<file path="config.mk">
export PLATFORM = sky130hd
export DESIGN_NAME = instr_rom
export DESIGN_NICKNAME = d
export VERILOG_FILES = /design/src/rtl/mips_pkg.sv /design/src/rtl/instr_rom_table.sv /design/src/rtl/instr_rom.sv
export SDC_FILE = /design/constraint.sdc
export NUM_CORES = 1
export LEC_CHECK = 0
export ABC_AREA = 1
export ABC_CLOCK_PERIOD_IN_PS = 1700
export CAP_MARGIN = 20
export CORE_AREA = 2 2 48 50
export DETAILED_ROUTE_END_ITERATION = 16
export DIE_AREA = 0 0 50 52
export PLACE_DENSITY = 0.93
export SLEW_MARGIN = 20
export SYNTH_ARGS = -nofsm -noshare
export SYNTH_HDL_FRONTEND = slang
export SYNTH_SLANG_ARGS = --single-unit
export TNS_END_PERCENT = 100
</file>
<file path="constraint.sdc">
create_clock -name i_clk -period 1.7 [get_ports i_clk]
set_clock_uncertainty 0.2 [all_clocks]
set_input_delay 0.34 -clock i_clk [delete_from_list [all_inputs] [get_ports i_clk]]
set_output_delay 0.34 -clock i_clk [all_outputs]
set_load 0.03 [all_outputs]
</file>
<file path="src/rtl/mips_pkg.sv">
// MIPS opcode/funct constants and field encoders used to build instruction tables.
// Pure constants and functions; no clocked logic, no latency, no backpressure.
package mips_pkg;

  localparam logic [5:0] OP_RTYPE = 6'h00;
  localparam logic [5:0] OP_ADDI  = 6'h08;
  localparam logic [5:0] OP_SW    = 6'h2B;

  localparam logic [5:0] FN_ADD   = 6'h20;
  localparam logic [5:0] FN_SUB   = 6'h22;
  localparam logic [5:0] FN_AND   = 6'h24;
  localparam logic [5:0] FN_OR    = 6'h25;

  localparam logic [31:0] NOP_WORD = 32'h0000_0000;

  localparam int unsigned PROG_LEN = 7;

  function automatic logic [31:0] enc_r(input logic [4:0] rs,
                                        input logic [4:0] rt,
                                        input logic [4:0] rd,
                                        input logic [4:0] shamt,
                                        input logic [5:0] funct);
    return {OP_RTYPE, rs, rt, rd, shamt, funct};
  endfunction

  function automatic logic [31:0] enc_i(input logic [5:0]  op,
                                        input logic [4:0]  rs,
                                        input logic [4:0]  rt,
                                        input logic [15:0] imm);
    return {op, rs, rt, imm};
  endfunction

endpackage

</file>
<file path="src/rtl/instr_rom_table.sv">
// Combinational lookup of the built-in test program; zero and not-in-range above DEPTH.
// Zero latency, no backpressure; wrapped by a register stage in instr_rom.
module instr_rom_table
  import mips_pkg::*;
#(
  parameter int ADDR_WIDTH = 16,
  parameter int DATA_WIDTH = 32,
  parameter int DEPTH      = 64
) (
  input  logic [ADDR_WIDTH-1:0] addr_i,
  output logic [DATA_WIDTH-1:0] data_o,
  output logic                  in_range_o
);

  logic [31:0] idx;
  logic [31:0] word;

  assign idx = 32'(addr_i);

  always_comb begin
    word = NOP_WORD;
    case (idx)
      32'd0:   word = enc_i(OP_ADDI, 5'd0, 5'd1, 16'd5);
      32'd1:   word = enc_i(OP_ADDI, 5'd0, 5'd2, 16'd3);
      32'd2:   word = enc_r(5'd1, 5'd2, 5'd3, 5'd0, FN_ADD);
      32'd3:   word = enc_r(5'd1, 5'd2, 5'd4, 5'd0, FN_SUB);
      32'd4:   word = enc_r(5'd1, 5'd2, 5'd5, 5'd0, FN_AND);
      32'd5:   word = enc_r(5'd1, 5'd2, 5'd6, 5'd0, FN_OR);
      32'd6:   word = enc_i(OP_SW, 5'd0, 5'd3, 16'd0);
      default: word = NOP_WORD;
    endcase
  end

  // Gating by in_range also hides program words when DEPTH is configured below PROG_LEN.
  assign in_range_o = (idx < 32'(DEPTH));
  assign data_o     = in_range_o ? DATA_WIDTH'(word) : '0;

endmodule

</file>
<file path="src/rtl/instr_rom.sv">
// Read-only instruction memory: o_instr/o_valid registered one cycle after i_addr.
// Synchronous active-low reset clears outputs; always accepts an address, no backpressure.
module instr_rom
  import mips_pkg::*;
#(
  parameter int ADDR_WIDTH = 16,
  parameter int DATA_WIDTH = 32,
  parameter int DEPTH      = 64
) (
  input  logic                  i_clk,
  input  logic                  i_rst_n,
  input  logic [ADDR_WIDTH-1:0] i_addr,
  output logic [DATA_WIDTH-1:0] o_instr,
  output logic                  o_valid
);

  logic [DATA_WIDTH-1:0] instr_d;
  logic [DATA_WIDTH-1:0] instr_q;
  logic                  valid_d;
  logic                  valid_q;

  instr_rom_table #(
    .ADDR_WIDTH (ADDR_WIDTH),
    .DATA_WIDTH (DATA_WIDTH),
    .DEPTH      (DEPTH)
  ) u_table (
    .addr_i     (i_addr),
    .data_o     (instr_d),
    .in_range_o (valid_d)
  );

  always_ff @(posedge i_clk) begin
    if (!i_rst_n) begin
      instr_q <= '0;
      valid_q <= 1'b0;
    end else begin
      instr_q <= instr_d;
      valid_q <= valid_d;
    end
  end

  assign o_instr = instr_q;
  assign o_valid = valid_q;

endmodule

</file>
* Word level (Yosys, flattened, before mapping)
Cells that the tools add are included.
** Word-level totals
- Flip-flop bits (word level) :: 33
- Word-level logic and storage cells :: 12
** Cells by class
- Equality and inequality tests :: 6
- Order comparisons :: 1
- Reductions and logical operators :: 2
- Muxes and demuxes :: 1
** Operators with widths (number)
- $pmux 32 s7 :: 1
- $eq 16x3->1 const B :: 3
- $eq 16x2->1 const B :: 2
- $logic_not 32->1 :: 1
- $eq 16x1->1 const B :: 1
- $lt 16x7->1 const B :: 1
- $reduce_and 2->1 :: 1

* Depth between registers and ports, before layout
Gate-level depths: netlist (run 1).
- Depth in word-level cells :: 2
- Mapped depth :: 8
- Gate-level depth less buffers :: 8

* By module
Synthesis (run 1) repeated with hierarchy kept, for this count alone.
** Second synthesis, totals
- Cell total of the unflattened synthesis :: 182
- Area, all modules :: 1422.6 µm²
** Modules (own cells, without submodules)
- instr_rom :: cells an instance 103, area an instance 982.2 µm², instances 1
- instr_rom_table :: cells an instance 79, area an instance 440.4 µm², instances 1

* Worst setup path before layout (run 1)
Ideal clock, no wire load.
- Path kind :: input port to flip-flop
- From :: in i_addr[9]
- To :: reg instr_q[17] (netlist: o_instr[17])
- Stages :: 7
- Data required time :: 1.430 ns
- Arrival time :: 1.001 ns
- Path buffers :: 0
- Path slack :: 0.429 ns
- Setup time :: 0.070 ns
- Cell sequence :: nor2_1 > nand2_1 > nor2_8 > nand2_2 > nand2_1 > nor2_1 > a21oi_1
** Between the ends
- Cells in the longest elaborated chain, start to end :: 2
** Ends and longest elaborated chain
- start: declaration :: line instr_rom.sv:12 : input logic [ADDR_WIDTH-1:0] i_addr,
- $lt 16x7->1 (tied with other cells) :: line instr_rom_table.sv:35 : assign in_range_o = (idx < 32'(DEPTH));
- $reduce_and 2->1 (no source line) / $pmux 32 s7 (equally long branches)
- end signal: assignment :: line instr_rom.sv:37 : instr_q <= instr_d;
- end: declaration :: line instr_rom.sv:18 : logic [DATA_WIDTH-1:0] instr_q;
Several ways; a longest one is shown, not always the timed one.
A chain may end at the register's enable or synchronous reset.

* Worst setup path in the final report (run 1)
- From :: in i_addr[0]
- To :: reg instr_q[1] (netlist: o_instr[1])
The elaborated chain is that of the path after synthesis.

==> flow_summary.yaml, run 1 <==
run_status:
  outcome: "finished, final reports clean"
sta:
  rsz0062_at_grt: "false"
  setup_violations: 0
  hold_viol: 0
  clock.fmax_ghz: 0.639
  timing.final.crit_share_pct: 92.1
  finalMaxSlewViolations: 0
  min_period_ns: 1.57
floorplan:
  die_area_sq_um: 2600
  start_util_pct: 35.1
  die_h_microns: 52
  io_pins: 51
  die_x_microns: 50
  num_rows: 17
  core_region_area_sq_um: 2110
synthesis:
  synth_top_area_share_pct: 32.5
  ys_warn_count: 0
  yosys_register_bits: 12
  netlist_instances: 103
  synth_cell_types: 17
  ys_seq_area_share_pct: 32.5
  synth.avg_cell_area_sq_um: 7.17
  synth_area_leaders: "dfxtp_1 (33%), buf_4 (21%), nor2_1 (9.7%), nand2_1 (9.2%), inv_1 (4.6%)"
  synth_area_leader_cell: "dfxtp_1"
  syn_area_sq_um: 738
cts:
  cts_tree: "done"
  ctsHoldBuffers: 0
  clockRootBuffer: "clkbuf_4"
  htreeDepth: 1
  cts_sinks: 12
  numCtsBuffers: 3
  path_clk_slew_ns: 0.06
  clockBufferDepth: 2
place:
  placedCellCount: 160
  io_buffers: 32
  dpl.hpwl_microns: 1130
  place.gp.congestion: 0.775
finish:
  final_cell_mix: "nor2_1 (19), nand2_1 (18), conb_1 (18), clkdlybuf4s50_1 (17), dlygate4sd2_1 (15)"
  drive_gt1_share_pct: 11.9
  final-instance-count-excl-fill: 163
  final_nets: 155
  antennaDiodeCount: 0
  final_core_util_pct: 48.0
  final_common_cell: "nor2_1"
  area_delta_synth_final_pct: 36.9
pwr:
  leakage_nw: 0.580
  power_density_nw_per_um2: 557
  ir_worst_vdd_v: 0.000246
global_routing:
  grt_use_met2_pct: 19.7
  grtUsageMet3_pct: 1.72
  use_met1_pct: 10.6
  grt.overflow.total: 0
  grtUsageTotal_pct: 10.3
  first_global_vias: 551
  grt_max_degree: 11
  grt_pass1_wl_microns: 2080
  antenna_found_initial: 0
  busiest_layer: "met2"
worst_setup_path:
  path_class: "input pin to flip-flop"
  path_buf_inv: 2
  critical_path.max_fanout: 4
  max_stage_delay_ns: 0.52
  cp.arrival_ns: 1.55
  path_cells: "clkdlybuf4s50_1, inv_1, nor2_1, nand2_1, nor2_1, nand2_1, a21oi_1"
  cp-startpoint: "i_addr[0]"
  critPathRequiredTime_ns: 1.69
  crit_slowest_cell: "clkdlybuf4s50_1"
  critPathLaunchType: "input pin"
  critPathCaptureType: "flip-flop"
  cp_num_cells: 7
  critPathTopFamily: "buffers and inverters"
detailed_routing:
  dr.pass1.iters: 4
  viasPerCell: 3.98
  num_vias: 649
  drt_iter0_drc: 3
  wl_microns: 1270
  drc_errors: 0
  ant_nets: 0
  wl_per_cell_microns: 7.76
min_path:
  hold_path_end: "o_valid"
  hold_depth: 2
  holdCritStartpoint: "i_rst_n"
  hp-class: "input pin to flip-flop"
job:
  cap_violations: 0
-- metrics by stage --
stage / instance area, sq um / setup WS [ns] / hold WS, ns / total power [W] / TNS [ns]
6_report: 1010 / 0.134 / 0.563 / 0.000563 / 0
3_5_place_dp: 1010 / -0.126 / 0.844 / 0.000408 / -0.863
3_3_place_gp: 1010 / -0.0686 / 0.829 / 0.000405 / -0.370
2_1_floorplan: 802 / 0.429 / 0.293 / 0.000391 / 0
5_1_grt: 1010 / 0.0264 / 0.570 / 0.000585 / 0
4_1_cts: 1010 / 0.125 / 0.555 / 0.000570 / 0
-- synth_stat cells (all sizes together) --
master / count
conb: 1
a21oi: 5
nor2: 23
nand2: 24
and3: 1
nand3: 5
dfxtp: 12
buf: 21
inv: 10
o21ai: 1
-- sequential cells by signal, indices dropped and copies added (netlist names) --
name and cells:
o_instr 11, o_valid 1
-- power by group --
group | leakage (nW) | total, W | internal [W] | switching [W]
Sequential | 0.0966 | 0.000281 | 0.000281 | 0.00000000203
Clock | 0.0138 | 0.000162 | 0.0000818 | 0.0000797
Combinational | 0.470 | 0.000121 | 0.0000430 | 0.0000776
-- per-layer routing --
| metal | vias to the layer above | part of all wire, % |
|---|---|---|
| met2 | 33 | 53 |
| met5 | - | 0 |
| met4 | 0 | 2.1 |
| met3 | 2 | 6.5 |
| met1 | 277 | 39 |
| li1 | 337 | - |
-- cell type report --
class	instances	area, sq um
Multi-Input combinational cell	77	367
Timing Repair Buffer	33	309
Fill cell	211	1090
Inverter	10	37.5
Tap cell	28	35.0
Sequential cell	12	240
Clock buffer	3	22.5
-- worst max path at each step --
| stage | to | slack (ns) |
|---|---|---|
| 2_1_floorplan | o_instr[17] | 0.43 |
| 3_3_place_gp | o_instr[21] | -0.07 |
| 3_5_place_dp | o_instr[17] | -0.13 |
| 4_1_cts | o_instr[26] | 0.12 |
| 5_1_grt | o_instr[1] | 0.03 |
| 6_report | o_instr[1] | 0.13 |
-- kinds of logic after synthesis --
logic type | Yosys count | share of synthesized area, %
compound gates | 6 | 4.07
buf+inv | 31 | 26.4
flops | 12 | 32.5
other cells | 1 | 0.508
simple gates | 53 | 36.4
-- timing repair --
action / CTS / global route
endpoints found under the setup margin: 15 / 0
resized for setup: 15 / 0
setup buffers: 0 / 0
(Power assumes the default switching activity.)
==> run 2, diff against run 1 <==
--- a/config.mk
+++ b/config.mk
@@ -11,6 +11,7 @@
 export CORE_AREA = 2 2 48 50
 export DETAILED_ROUTE_END_ITERATION = 16
 export DIE_AREA = 0 0 50 52
+export MAX_ROUTING_LAYER = met4
 export PLACE_DENSITY = 0.93
 export SLEW_MARGIN = 20
 export SYNTH_ARGS = -nofsm -noshare
==> run 2 against run 1 <==
  * Critical path type unchanged
  * Setup slack worse by 0.0037 ns
  * Clock-buffer cell count stayed put
  * Largest power group unchanged
  * Critical path depth stayed put
  * Via count is 0.31% higher
  * Sequential share of layout area stayed put
  * Routed wire length is 0.32% lower
  * Final area stayed put
  * Worst hold slack better by 0.0030 ns
  * Maximum frequency is 0.24% lower
==> flow_summary.yaml, run 2 (synthesis results as in run 1) <==
place:
  dpl.hpwl_microns: 1130
  place.gp.congestion: 0.785
  io_buffers: 32
floorplan:
  die_x_microns: 50
  io_pins: 51
  die_area_sq_um: 2600
  die_h_microns: 52
  num_rows: 17
  start_util_pct: 35.1
  core_region_area_sq_um: 2110
worst_setup_path:
  critPathRequiredTime_ns: 1.68
  path_class: "input pin to flip-flop"
  cp.arrival_ns: 1.55
  max_stage_delay_ns: 0.52
  critPathTopFamily: "buffers and inverters"
  path_cells: "clkdlybuf4s50_1, inv_1, nor2_1, nand2_1, nor2_1, nand2_1, a21oi_1"
  crit_slowest_cell: "clkdlybuf4s50_1"
  critPathCaptureType: "flip-flop"
  path_buf_inv: 2
  critical_path.max_fanout: 4
  critPathLaunchType: "input pin"
detailed_routing:
  viasPerCell: 3.99
  wl_microns: 1260
  ant_nets: 0
  dr.pass1.iters: 4
  num_vias: 651
  drt_iter0_drc: 3
  drc_errors: 0
  wl_per_cell_microns: 7.74
sta:
  clock.fmax_ghz: 0.637
  holdWs_ns: 0.566
  finalMaxSlewViolations: 0
  hold_viol: 0
  timing.final.crit_share_pct: 92.3
  rsz0062_at_grt: "false"
  min_period_ns: 1.57
  setup_violations: 0
run_status:
  outcome: "finished, final reports clean"
cts:
  cts_sinks: 12
  cts_tree: "done"
  clockRootBuffer: "clkbuf_4"
  cts_setup_buffers: 0
  cts_resized: 15
  path_clk_slew_ns: 0.06
  htreeDepth: 1
  clockBufferDepth: 2
  ctsHoldBuffers: 0
  numCtsBuffers: 3
global_routing:
  antenna_found_initial: 0
  grt.overflow.total: 0
  first_global_vias: 552
  grtUsageTotal_pct: 10.6
  grt_pass1_wl_microns: 2080
  grt_max_degree: 11
finish:
  drive_gt1_share_pct: 11.9
  area_delta_synth_final_pct: 36.9
  final_common_cell: "nor2_1"
  final_cell_mix: "nor2_1 (19), nand2_1 (18), conb_1 (18), clkdlybuf4s50_1 (17), dlygate4sd2_1 (15)"
  final_nets: 155
  final_core_util_pct: 48.0
  antennaDiodeCount: 0
  largest_register_ffs: 11
pwr:
  total_power_w: 0.000561
  ir_worst_vdd_v: 0.000245
  power_density_nw_per_um2: 555
  leakage_nw: 0.580
job:
  cap_violations: 0
min_path:
  hp-class: "input pin to flip-flop"
[run 2: cell counts in the layout (fill, tap and decap cells not counted)]
No cell type changed its count.
[run 2: final timing paths]
| check | slack [ns] | endpoint | cells after the start | from |
|---|---|---|---|---|
| max | 0.13 | o_instr[1] | 7 | i_addr[0] |
| min | 0.57 | o_valid | 2 | i_rst_n |
[run 2: per-stage QoR]
| step | setup TNS [ns] | cell area, sq um | cells | worst slack, ns |
|---|---|---|---|---|
| 6_report | 0 | 1010 | 163 | 0.130 |
| 5_1_grt | 0 | 1010 | 163 | 0.0264 |
| 4_1_cts | 0 | 1010 | 163 | 0.125 |
| 3_5_place_dp | -0.863 | 1010 | 160 | -0.126 |
| 3_3_place_gp | -0.370 | 1010 | 160 | -0.0686 |
| 2_1_floorplan | 0 | 802 | 120 | 0.429 |
[run 2: layout make-up]
cell class                 instances  area (sq um)
fill                             211          1090
multi-input combinational         77           367
timing repair buffer              33           309
sequential                        12           240
inverter                          10          37.5
tap                               28          35.0
clock buffer                       3          22.5
[run 2: metal layers]
| metal | part of all wire [%] | track usage (%) | vias up |
|---|---|---|---|
| li1 | - | - | 337 |
| met2 | 53 | 19.7 | 33 |
| met5 | 0 | - | - |
| met3 | 6.3 | 1.72 | 2 |
| met4 | 2.0 | 5.56 | 0 |
| met1 | 39 | 10.6 | 279 |
[run 2: power breakdown]
group,switching (W),internal (W)
clock,0.0000779,0.0000817
combinational,0.0000776,0.0000430
sequential,0.00000000203,0.000281
==> run 3, diff against run 2 <==
--- a/config.mk
+++ b/config.mk
@@ -7,7 +7,6 @@
 export LEC_CHECK = 0
 export ABC_AREA = 1
 export ABC_CLOCK_PERIOD_IN_PS = 1700
-export CAP_MARGIN = 20
 export CORE_AREA = 2 2 48 50
 export DETAILED_ROUTE_END_ITERATION = 16
 export DIE_AREA = 0 0 50 52
==> results of run 3 <==
The final DEF is identical to that of run 2; final timing and power are the same.
